$ cat src/rtl/uart_tx_packetizer.sv
// Buffers one tlast-delimited payload, then emits SOF, LEN, payload, CSUM on a byte stream for uart_tx.
// Define UART_PKT_CRC8_EN to make the CSUM byte a CRC-8 (poly 0x07) over LEN and payload instead of a sum checksum.
module uart_tx_packetizer #(
  parameter int unsigned MAX_LEN  = 64,
  parameter logic [7:0]  SOF_BYTE = 8'hA5
) (
  input  logic       clk,
  input  logic       rst_n,
  input  logic [7:0] input_axis_tdata,
  input  logic       input_axis_tvalid,
  output logic       input_axis_tready,
  input  logic       input_axis_tlast,
  output logic [7:0] output_axis_tdata,
  output logic       output_axis_tvalid,
  input  logic       output_axis_tready,
  output logic       busy,
  output logic       truncated
);

  localparam int unsigned AW = (MAX_LEN > 1) ? $clog2(MAX_LEN) : 1;

  typedef enum logic [2:0] {
    ST_FILL,
    ST_SOF,
    ST_LEN,
    ST_PAYLOAD,
    ST_CSUM
  } state_t;

  state_t     state_q, state_d;
  logic [7:0] count_q, count_d;
  logic [7:0] chk_q, chk_d;
  logic [7:0] idx_q, idx_d;
  logic [7:0] out_data_q, out_data_d;
  logic       out_valid_q, out_valid_d;
  logic       in_ready_q, in_ready_d;
  logic       busy_q, busy_d;
  logic       trunc_q, trunc_d;

  logic [7:0] pl_mem [MAX_LEN];
  logic       in_xfer;
  logic       out_xfer;
  logic       mem_we;

`ifdef UART_PKT_CRC8_EN
  function automatic logic [7:0] crc8_step(input logic [7:0] crc, input logic [7:0] data);
    logic [7:0] c;
    c = crc ^ data;
    for (int unsigned i = 0; i < 8; i++) begin
      c = c[7] ? ((c << 1) ^ 8'h07) : (c << 1);
    end
    return c;
  endfunction
`endif

  always_comb begin
    state_d    = state_q;
    count_d    = count_q;
    chk_d      = chk_q;
    idx_d      = idx_q;
    out_data_d = out_data_q;
    trunc_d    = 1'b0;
    mem_we     = 1'b0;
    in_xfer    = input_axis_tvalid & in_ready_q;
    out_xfer   = out_valid_q & output_axis_tready;

    unique case (state_q)
      ST_FILL: begin
        if (in_xfer) begin
          mem_we  = 1'b1;
          count_d = count_q + 8'd1;
`ifndef UART_PKT_CRC8_EN
          chk_d   = chk_q + input_axis_tdata;
`endif
          if (input_axis_tlast || (count_d == 8'(MAX_LEN))) begin
            state_d    = ST_SOF;
            out_data_d = SOF_BYTE;
            trunc_d    = ~input_axis_tlast;
          end
        end
      end
      ST_SOF: begin
        if (out_xfer) begin
          state_d    = ST_LEN;
          out_data_d = count_q;
        end
      end
      ST_LEN: begin
        if (out_xfer) begin
          state_d    = ST_PAYLOAD;
          idx_d      = '0;
          out_data_d = pl_mem[0];
`ifdef UART_PKT_CRC8_EN
          chk_d      = crc8_step(8'h00, count_q);
`endif
        end
      end
      ST_PAYLOAD: begin
        if (out_xfer) begin
`ifdef UART_PKT_CRC8_EN
          chk_d = crc8_step(chk_q, out_data_q);
`endif
          if (idx_q == count_q - 8'd1) begin
            state_d = ST_CSUM;
`ifdef UART_PKT_CRC8_EN
            out_data_d = chk_d;
`else
            out_data_d = 8'd0 - (count_q + chk_q);
`endif
          end else begin
            // Next byte is looked up here so the registered output stays one byte per cycle.
            idx_d      = idx_q + 8'd1;
            out_data_d = pl_mem[idx_d[AW-1:0]];
          end
        end
      end
      ST_CSUM: begin
        if (out_xfer) begin
          state_d    = ST_FILL;
          count_d    = '0;
          chk_d      = '0;
          idx_d      = '0;
          out_data_d = '0;
        end
      end
    endcase

    out_valid_d = (state_d != ST_FILL);
    busy_d      = (state_d != ST_FILL);
    in_ready_d  = (state_d == ST_FILL);
  end

  always_ff @(posedge clk or negedge rst_n) begin
    if (!rst_n) begin
      state_q     <= ST_FILL;
      count_q     <= '0;
      chk_q       <= '0;
      idx_q       <= '0;
      out_data_q  <= '0;
      out_valid_q <= 1'b0;
      in_ready_q  <= 1'b0;
      busy_q      <= 1'b0;
      trunc_q     <= 1'b0;
    end else begin
      state_q     <= state_d;
      count_q     <= count_d;
      chk_q       <= chk_d;
      idx_q       <= idx_d;
      out_data_q  <= out_data_d;
      out_valid_q <= out_valid_d;
      in_ready_q  <= in_ready_d;
      busy_q      <= busy_d;
      trunc_q     <= trunc_d;
    end
  end

  always_ff @(posedge clk) begin
    if (mem_we) begin
      pl_mem[count_q[AW-1:0]] <= input_axis_tdata;
    end
  end

  assign input_axis_tready  = in_ready_q;
  assign output_axis_tdata  = out_data_q;
  assign output_axis_tvalid = out_valid_q;
  assign busy               = busy_q;
  assign truncated          = trunc_q;

endmodule
$ cat config.mk
export PLATFORM = sky130hd
export DESIGN_NAME = uart_tx_packetizer
export DESIGN_NICKNAME = d
export VERILOG_FILES = /design/src/rtl/uart_tx_packetizer.sv
export SDC_FILE = /design/constraint.sdc
export NUM_CORES = 1
export LEC_CHECK = 0
export CORE_MARGIN = 2
export CORE_UTILIZATION = 61
export CTS_CLUSTER_DIAMETER = 100
export CTS_CLUSTER_SIZE = 16
export DETAILED_ROUTE_END_ITERATION = 10
export DONT_BUFFER_PORTS = 1
export PLACE_DENSITY = 0.79
export SYNTH_ARGS = -nofsm -noshare
export SYNTH_HDL_FRONTEND = slang
export SYNTH_SLANG_ARGS = --single-unit
$ cat constraint.sdc
create_clock -name clk -period 3.65 [get_ports clk]
set_input_delay 1.095 -clock clk [delete_from_list [all_inputs] [get_ports clk]]
set_output_delay 1.095 -clock clk [all_outputs]
set_load 0.02 [all_outputs]
==> out/results.ini <==
[status]
status=finished, final reports clean

[yosys]
ys.flop_type=edfxtp_1
synth.avg_cell_area_um2=19.3
synth_edf_count=512
postSynthCellCount=1181
ys_warn_count=0
ys_types=61
synth_nets=1219
synth_area_mm2=0.0228
netlist.area_leader.share_pct=67.5
synthArstFlopShare_pct=6.91
synth_seq_area_share_pct=71.6
synth_area_leaders=edfxtp_1, mux4_2, dfrtp_1
yosysTopAreaCell=edfxtp_1
ys_ff_latch=550

[global_route]
gr-total-overflow=0
grt_usage_pct=26.5
grt_start_max_net_pins=67
grt_pass1_wl_um=74300
grt_pass1_vias=11547
antenna_found_initial=2

[place]
post-dp-hpwl_um=30100
portBuffers=0
place_area_mm2=0.0239
dp_slack_ps=361
gp_congestion=0.915

[timing]
setup_viol=0
fin_hold_ws_ps=206
rsz0062_at_grt=false
min_period_over_period_pct=91.9
slew_violations=0
hold_viol_final=0
slew_headroom_pct=41.0
max_freq_ghz=0.298
fin_setup_tns_ps=0
fin_ws_ps=297
period_minus_slack_ps=3350
fin_skew_ps=25.1
worstMarginPinSlew_ps=881

[power]
max-vdd-ir-drop_v=0.000555
power.leakage_uw=0.00821
powerDensity_mw_per_mm2=748
finalPower_uw=18700

[finish]
stdcell_area_mm2=0.0250
drive_above_1_share_pct=24.3
fin_nets=1280
area_growth_pct=9.83

[clock_network]
cts.root.buffer_cell=clkbuf_16
holdBufCountCts=0
cts_buffer_depth=3
clock_latency_ps=580
cts_resized=0
cts_made_buffers=40
path_clk_slew_ps=80
cts_setup_buffers=0
htreeDepth=2
cts_tree=built
clock-sinks=550

[floorplan]
dieArea_mm2=0.0389
std_cell_rows=70
start_util_pct=62.1
core_area_mm2=0.0367
die_height_um=197
ioPinCount=25
die_w_um=197

[critical_path]
required_ps=4100
reg2reg_to=output_axis_tdata[7]
reg2reg_from=idx_q[0]
startpoint_type=register
path_class=register to register
path_max_fanout=29
end_kind=register
worst-r2r-cell-count=8
ff2ff_setup_slack_ps=300
crit_arrival_ps=3810

[detailed_routing]
wl_per_cell_um=28.3
vias_per_cell=6.66
antenna_left=0
routed_wl_um=49300
drcViolationCount=0
drt_pre_antenna_iters=5
routed-via-count=11610
drtIter0Drc=1366

[hold_path]
hold_class=input pin to asynchronous set/reset pin

[flow_run]
drv_cap=0

cells by family (layout without fill, tap and decap cells):
| logic type | Yosys count | after routing | share of synthesized area, % |
|---|---|---|---|
| and+or+nand+nor | 193 | 193 | 4.01 |
| muxes | 181 | 181 | 16.7 |
| AOI/OAI and AO/OA | 118 | 118 | 3.50 |
| buffers and inverters | 89 | 182 | 1.65 |
| xor gates and xnor gates | 25 | 25 | 1.03 |
| other | 0 | 1 | 0 |
| DFF | 550 | 550 | 71.6 |
| adders and majority gates | 25 | 25 | 1.44 |
per-stage QoR:
stage	instances	utilization [%]
floorplan	1181	-
global placement	1668	65.0
detailed placement	1668	65.0
CTS	1742	68.2
global route	1742	68.2
finish	1743	68.2
layout by cell type, fill, tap and decap left out, types with 13 or more instances in the layout:
cell | netlist | layout
a21oi_1 | 20 | 20
buf_4 | 3 | 77
clkbuf_1 | 36 | 29
clkbuf_16 | 0 | 41
dfrtp_1 | 38 | 37
edfxtp_1 | 512 | 512
ha_1 | 23 | 22
inv_1 | 23 | 23
mux2i_1 | 20 | 20
mux4_2 | 160 | 160
nand2_1 | 38 | 38
nand3_1 | 16 | 16
nor2_1 | 84 | 84
o21ai_0 | 32 | 32
xnor2_1 | 13 | 13
sequential cells by signal, indices dropped and copies added (netlist names):
register           count
idx_q                  8
chk_q                  8
state_q                3
count_q                8
pl_mem               512
truncated              1
output_axis_tdata      8
busy                   1
input_axis_tready      1
routing by layer:
| layer | share of wire (%) | track usage (%) | up-vias |
|---|---|---|---|
| met5 | 0.037 | 0 | - |
| met4 | 2.7 | 8.33 | 2 |
| met3 | 9.2 | 6.57 | 77 |
| met2 | 48 | 40.9 | 563 |
| met1 | 40 | 38.2 | 6057 |
| li1 | - | - | 4911 |
area by class of cell:
class	count	area, um2
Sequential cell	550	16300
Fill cell	2199	11700
Multi-Input combinational cell	542	6130
Clock buffer	71	1150
Timing Repair Buffer	84	718
Tap cell	468	586
Inverter	24	90.1
Clock inverter	3	26.3
Antenna cell	1	2.50
Yosys cell counts, types with 10 or more instances:
master	n
edfxtp_1	512
xor2_1	10
mux4_2	160
nand3_1	16
nand2_1	38
dfrtp_1	38
buf_2	19
o21ai_0	32
a21oi_1	20
inv_1	23
xnor2_1	13
ha_1	23
mux2i_1	20
clkbuf_1	36
nor2_1	84
report_power, final:
part | switching (uW) | leakage [uW] | internal (uW) | total (uW)
registers | 247 | 0.00507 | 7000 | 7250
clock network | 2070 | 0.000560 | 2150 | 4210
logic | 3660 | 0.00257 | 3610 | 7270
total | 5970 | 0.00821 | 12800 | 18700
worst max-delay path by stage:
stage,start,end,slack [ps],cells after the start
after global placement,input_axis_tdata[1],chk_q[7],380,8
after floorplan,input_axis_tdata[1],chk_q[7],600,8
after detailed placement,input_axis_tdata[1],chk_q[7],360,8
after CTS,idx_q[0],output_axis_tdata[7],380,8
final,idx_q[0],output_axis_tdata[7],300,8
after global routing,idx_q[0],output_axis_tdata[7],230,8
worst max-delay path, cell delays in order (launching register included):
cell and delay [ps]:
dfrtp_4 550, ha_4 490, buf_12 280, mux4_2 380, mux4_2 510, mux2i_1 400
mux2i_1 170, a221oi_1 370, nor2_1 70
(Power assumes the default switching activity.)
